--- config.mk ---
export PLATFORM = sky130hd
export DESIGN_NAME = imem_arbiter
export DESIGN_NICKNAME = d
export VERILOG_FILES = /design/src/rtl/imem_arbiter.sv
export SDC_FILE = /design/constraint.sdc
export NUM_CORES = 1
export LEC_CHECK = 0
export ABC_AREA = 1
export ABC_CLOCK_PERIOD_IN_PS = 5100
export CAP_MARGIN = 20
export CORE_ASPECT_RATIO = 2
export CORE_MARGIN = 2
export CORE_UTILIZATION = 35
export CTS_CLUSTER_SIZE = 16
export DETAILED_ROUTE_END_ITERATION = 8
export GPL_TIMING_DRIVEN = 0
export PLACE_DENSITY_LB_ADDON = 0.08
export SLEW_MARGIN = 15
export SYNTH_ARGS = -nofsm -noshare
export SYNTH_HDL_FRONTEND = slang
export SYNTH_SLANG_ARGS = --single-unit
--- constraint.sdc ---
create_clock -name clk -period 5.1 [get_ports clk]
set_input_delay 0.51 -clock clk [delete_from_list [all_inputs] [get_ports clk]]
set_output_delay 0.51 -clock clk [all_outputs]
set_load 0.05 [all_outputs]
--- src/rtl/imem_arbiter.sv ---
// imem_arbiter: shares one synchronous 32-bit instruction RAM between the CPU
// fetch port (read-only, fixed priority) and a host/loader port (read/write).
// A wait-aging counter lets a waiting host win a contended cycle after
// MAX_WAIT cycles, and host_lock gives the host exclusive back-to-back access.
//
// Ports:
//   clk, reset                    clock, asynchronous active-high reset
//   cpu_req/cpu_addr              CPU read request and word address
//   cpu_gnt                       combinational accept for the CPU
//   cpu_rvalid/cpu_rdata          registered read response, 1 cycle after grant
//   host_req/host_we/host_lock    host request, write enable, exclusive request
//   host_addr/host_wdata          host word address and write data
//   host_gnt                      combinational accept for the host
//   host_rvalid/host_rdata        registered read response (reads only)
//   locked                        registered, arbiter is in the LOCKED state
//   err_oob                       registered pulse, last granted address >= RAM_SIZE
module imem_arbiter #(
    parameter int unsigned RAM_SIZE = 8,
    parameter int unsigned MAX_WAIT = 4
) (
    input  logic        clk,
    input  logic        reset,
    input  logic        cpu_req,
    input  logic [7:0]  cpu_addr,
    output logic        cpu_gnt,
    output logic        cpu_rvalid,
    output logic [31:0] cpu_rdata,
    input  logic        host_req,
    input  logic        host_we,
    input  logic        host_lock,
    input  logic [7:0]  host_addr,
    input  logic [31:0] host_wdata,
    output logic        host_gnt,
    output logic        host_rvalid,
    output logic [31:0] host_rdata,
    output logic        locked,
    output logic        err_oob
);

    localparam int unsigned ADDR_W = 8;
    localparam int unsigned DATA_W = 32;
    localparam int unsigned WAIT_W = 4;
    localparam int unsigned IDX_W  = (RAM_SIZE > 1) ? $clog2(RAM_SIZE) : 1;

    // One extra bit so RAM_SIZE == 256 still compares correctly
    localparam logic [ADDR_W:0]   ADDR_LIMIT = (ADDR_W + 1)'(RAM_SIZE);
    localparam logic [WAIT_W-1:0] WAIT_LIMIT = WAIT_W'(MAX_WAIT);

    typedef enum logic {
        ST_ARB    = 1'b0,
        ST_LOCKED = 1'b1
    } state_t;

    state_t              state_q;
    state_t              state_d;
    logic [WAIT_W-1:0]   wait_cnt;
    logic [DATA_W-1:0]   mem [RAM_SIZE];

    logic                cpu_in_range;
    logic                host_in_range;
    logic [DATA_W-1:0]   cpu_word;
    logic [DATA_W-1:0]   host_word;

    // Address decode and read muxes; out-of-range reads return zero
    always_comb begin
        cpu_in_range  = ({1'b0, cpu_addr} < ADDR_LIMIT);
        host_in_range = ({1'b0, host_addr} < ADDR_LIMIT);
        cpu_word      = '0;
        host_word     = '0;
        if (cpu_in_range) begin
            cpu_word = mem[cpu_addr[IDX_W-1:0]];
        end
        if (host_in_range) begin
            host_word = mem[host_addr[IDX_W-1:0]];
        end
    end

    // Grant selection and next state
    always_comb begin
        state_d  = state_q;
        cpu_gnt  = 1'b0;
        host_gnt = 1'b0;
        if (!reset) begin
            if (state_q == ST_LOCKED && host_lock) begin
                host_gnt = host_req;
            end else begin
                // Host only beats a requesting CPU once it has aged out
                host_gnt = host_req && (!cpu_req || wait_cnt == WAIT_LIMIT);
                cpu_gnt  = cpu_req && !host_gnt;
            end
            case (state_q)
                ST_ARB: begin
                    if (host_gnt && host_lock) begin
                        state_d = ST_LOCKED;
                    end
                end
                ST_LOCKED: begin
                    if (!host_lock) begin
                        state_d = ST_ARB;
                    end
                end
                default: state_d = ST_ARB;
            endcase
        end
    end

    // State, aging counter and registered responses
    always_ff @(posedge clk or posedge reset) begin
        if (reset) begin
            state_q     <= ST_ARB;
            locked      <= 1'b0;
            wait_cnt    <= '0;
            cpu_rvalid  <= 1'b0;
            cpu_rdata   <= '0;
            host_rvalid <= 1'b0;
            host_rdata  <= '0;
            err_oob     <= 1'b0;
        end else begin
            state_q <= state_d;
            locked  <= (state_d == ST_LOCKED);

            if (!host_req || host_gnt) begin
                wait_cnt <= '0;
            end else if (wait_cnt != WAIT_LIMIT) begin
                wait_cnt <= wait_cnt + WAIT_W'(1);
            end

            cpu_rvalid <= cpu_gnt;
            if (cpu_gnt) begin
                cpu_rdata <= cpu_word;
            end

            host_rvalid <= host_gnt && !host_we;
            if (host_gnt && !host_we) begin
                host_rdata <= host_word;
            end

            err_oob <= (cpu_gnt && !cpu_in_range) || (host_gnt && !host_in_range);
        end
    end

    // RAM array; contents survive reset, out-of-range writes are dropped
    always_ff @(posedge clk) begin
        if (host_gnt && host_we && host_in_range) begin
            mem[host_addr[IDX_W-1:0]] <= host_wdata;
        end
    end

endmodule
After elaboration in Yosys (flattened, before gate mapping)
Memory sizes are Yosys's and may differ from the RTL's.
Cells that the tools add are included.
Storage, ports and cells
  bits in read-only memories: 0
  output and inout bits: 70
  bits in latches: 0
  bits in writable memories: 256
  bits in registers: 72
  word-level logic and storage cells: 47
  memories: 1
  bits of input ports: 54
Memory list
  mem: words 8, width 32, read ports 2, clocked after Yosys merged registers in 0, wr ports 1, RTL line 57  | logic [DATA_W-1:0] mem [RAM_SIZE];
Operators by class
  add/subtract/negate cells: 1
  reductions and logical operators: 19
  $lt $le $gt $ge: 2
  mux-type cells: 14
  eq/ne operators: 2
  bitwise logic cells: 1
  div/mod/pow operators: 0
  shift-type cells: 0
  multipliers: 0
Operators with widths (count)
  32-bit two-way mux: 2
  8-bit by 4-bit < comparator with 1-bit output, second input constant: 2
  1-bit logical AND: 9
  1-bit two-way mux: 9
  4-bit two-way mux: 2
  1-bit zero test: 6
  4-bit by 1-bit adder with 4-bit output, second input constant: 1
  4-bit by 3-bit equality test with 1-bit output, second input constant: 1
  4-bit by 3-bit != test with 1-bit output, second input constant: 1
  1-bit logical OR: 3
  1-bit one-hot mux with 2 select lines: 1
  2-bit nonzero test: 1
  1-bit NOT: 1

Longest topological paths before layout
  word-level depth: 10
  depth in mapped cells: 11
  gate-level depth less buffers: 9

Worst setup path after synthesis
Ideal clock, no wire load.
  path kind: register to register
  from: reg state_q
  to: mem mem[0][0], enable pin
  setup slack: 1668 ps
  data arrival time: 3011 ps
  library setup time: 421 ps
  path buffers: 0
  cell stages (with the launch flop): 7
  cells stage by stage: dfrtp_1 a21oi_1 nand2_1 nand2_1 inv_1 nand3_1 nor2_1
Between the ends
  word-level cells in the longest chain between the ends: 8
Ends and longest elaborated chain
  from (decl): RTL line 54  | state_t state_q;
  from (signal assigned): RTL line 119  | state_q <= state_d;
  1-bit logical AND: RTL line 84  | if (state_q == ST_LOCKED && host_lock) begin
  1-bit two-way mux: RTL line 84
  1-bit two-way mux (2 in series): RTL line 83  | if (!reset) begin
  via host_gnt: RTL line 33  | output logic host_gnt,
  1-bit logical AND (2 in series): RTL line 144  | if (host_gnt && host_we && host_in_range) begin
  1-bit two-way mux: RTL line 144
  1-bit two-way mux (implied by the code): RTL line 145  | mem[host_addr[IDX_W-1:0]] <= host_wdata;
  to (decl): RTL line 57
The timed path passes the listed nets, and every way through them passes these cells. The select of a mux whose other input is x is not followed.

Worst setup path in the final report
  from: in host_addr[7]
  to: mem mem[6][31], enable pin
Between the ends
  word-level cells in the longest chain between the ends: 4
Ends and longest elaborated chain
  from (decl): RTL line 31  | input logic [7:0] host_addr,
  8-bit by 4-bit < comparator with 1-bit output: RTL line 67  | host_in_range = ({1'b0, host_addr} < ADDR_LIMIT);
  1-bit logical AND: RTL line 144
  1-bit two-way mux: RTL line 144
  1-bit two-way mux (implied by the code): RTL line 145
No other way between the ends.

==> run metrics <==
Syn Area/Cell=8.79 um2; IO Count=124; Post-synth EDFFs=256; Post-synth top cells=nand2_1, edfxtp_1, inv_1; most frequent cell after synthesis=nand2_1; Max Fclk=0.291 GHz; synthesized net count=around 1800; row count=110; WHS=~0.40 ns; Combinational Power Share=0.098; max-cap violations=0; Syn Inst Count=~1800; slack of the critical path=1.66 ns; H-tree depth=2; wire per inst=roughly 24 um; Die Y-Extent=304 um; top_reg_cell synth=edfxtp_1; crit-path max FO=17; Crit. End Element=flip-flop; Leak=0.00850 uW; register bit count reported by yosys=~330; internal power=4520 uW; met2 usage=0.430; Skew-Pair Late Insertion Delay=0.53 ns; share of layout cells above drive strength 1=0.0756; clk root buf=clkbuf_16; met3 usage=0.0359; final instance area=0.0191 mm2; Overflow after GRT=0; Setup-failing EPs final=0; Clock Sink Count=328; DP Wirelength=41400 um; nets@finish=2016; via count=13200; Net Sw Frac=0.250; clock network power share=0.419; Reg power frac=0.483; crit path time final=about 3.4 ns; Yosys warnings=0; Sw Pwr=roughly 1500 uW; Post-CTS Hold Fix Bufs=0; Fin. Hold Viols=0; Worst slew margin=0.274; startpoint types=input pin; Initial Util=0.352; # resized after CTS=0; post-synthesis sequential area ratio=0.603; Syn Std Cell Area=0.0157 mm2; RSZ-0062 raised after global routing=false; initial antenna violation count=1; drt total wl=61100 um; Core Area=0.0447 mm2; vias in the first global route=~13000; Worst EP required=5.32 ns; Iteration-0 DRC Markers=1394; dpl ws=1.10 ns; post-synthesis async set-or-reset flop share=0.220; CTS buffer count=34; overall global routing resource usage=0.260; Pre-antenna DRT Iters=5; status=finished clean; top cell type's share of synthesized area=0.488; largest net degree at the start of global routing=53; DP Area=between 0.015 and 0.02 mm2; remaining antenna violation count=0; DIE WIDTH=154 um; WS Path Type=input pin to flip-flop; top cell type by total area after synthesis=edfxtp_1; Reg clk slew, reported paths=0.06 ns; DRC=0; worst-margin pin slew=1.09 ns; synth top area cells=edfxtp_1, nand2_1, dfrtp_1; Clock Skews=0.0135 ns; CTS tree=yes; peak supply drop=0.215 mV; Critical Path AT=3.66 ns; critical path launch point=host_addr[7]; vias per cell=5.17; first-pass GRT wire length=86900 um; Tot Pwr=6030 uW; Power Density=315 mW/mm2; routability cong.=0.879; Global Route met1 Usage=0.339; Post CTS Setup Buffer Count=0; # port buffers=120; Worst R2R Start=wait_cnt[0]$_DFFE_PP0P_; Area growth syn-to-layout=21.6%; maximum buffer depth of the clock tree=3; Tcrit/Tclk final=0.675; Top Usage Layer GRT=met2; Setup TNS=0 ns; unique cell type count in the Yosys netlist=28; Die ar.=0.0468 mm2; Slew Limit Fails=0; Hold Crit Class=input pin to asynchronous set/reset pin
layout make-up:
cell class | count | area, um2
inverter | 228 | 858
tap | 560 | 701
clock buffer | 51 | 1030
sequential | 328 | 9490
buffer | 97 | 500
timing repair buffer | 133 | 1510
clock inverter | 10 | 88.8
fill | 4466 | 25600
multi-input combinational | 1138 | 4960
antenna | 1 | 2.50
power by group through the flow:
| stage | Sequential, uW | Combinational (uW) | Clock [uW] |
|---|---|---|---|
| 2_1_floorplan | 3020 | 251 | 0 |
| 3_3_place_gp | 2970 | 578 | 0 |
| 3_5_place_dp | 2970 | 583 | 0 |
| 4_1_cts | 2910 | 584 | 2570 |
| 5_1_grt | 2910 | 625 | 2660 |
| 6_report | 2910 | 591 | 2530 |
cell families after synthesis:
group                      count (synthesis)  share of synthesized area
xor gates and xnor gates                   1                   0.000556
AOI/OAI and AO/OA                        161                     0.0544
buffers and inverters                    325                     0.0861
adders and majority gates                  2                    0.00159
DFF                                      328                      0.603
and+or+nand+nor                          974                      0.255
cells in the final DEF (no fill, tap or decap), drive strengths merged, types with 72 or more instances in the layout:
| cell | instances |
|---|---|
| dfrtp | 72 |
| nand3 | 220 |
| nor2 | 132 |
| nand2 | 613 |
| o21ai | 102 |
| clkbuf | 77 |
| edfxtp | 256 |
| inv | 229 |
| clkdlybuf4s50 | 120 |
| buf | 84 |
state kept, by name, indices dropped and copies added (netlist names):
| signal | flops |
|---|---|
| err_oob | 1 |
| host_rvalid | 1 |
| host_rdata | 32 |
| wait_cnt | 4 |
| cpu_rvalid | 1 |
| mem | 256 |
| cpu_rdata | 32 |
| state_q | 1 |
final timing paths:
check,to,slack (ns),cells after the start
hold reg to reg,host_rdata[7]$_DFFE_PP0P_,0.48,2
hold / removal,state_q$_DFFE_PP0N_,0.40,2
setup reg to reg,mem[6][31]$_DFFE_PP_,1.76,9
setup / recovery,mem[6][31]$_DFFE_PP_,1.66,8
max in group asynchronous,host_rdata[15]$_DFFE_PP0P_,4.07,3
min in group clk,host_rdata[30]$_DFFE_PP0P_,0.44,5
metrics by stage:
stage | util | cells
2_1_floorplan | - | 1791
3_3_place_gp | 0.395 | 2471
3_5_place_dp | 0.403 | 2484
4_1_cts | 0.428 | 2545
5_1_grt | 0.428 | 2546
6_report | 0.428 | 2546
routing by layer:
metal	share of wire	vias up	wire [um]
met5	0	-	0
met4	0.046	0	2780
met3	0.078	151	4740
met2	0.47	659	28800
met1	0.41	6247	24800
li1	-	6117	-
critical path, cell delays in order:
cell,delay (ns)
clkdlybuf4s50_1,0.39
nor2_1,0.11
nand3b_1,0.13
buf_2,0.30
inv_1,0.25
nand3_1,0.72
nor2_4,0.93
buf_12,0.28
No activity file was read; power rests on OpenSTA's default activity.
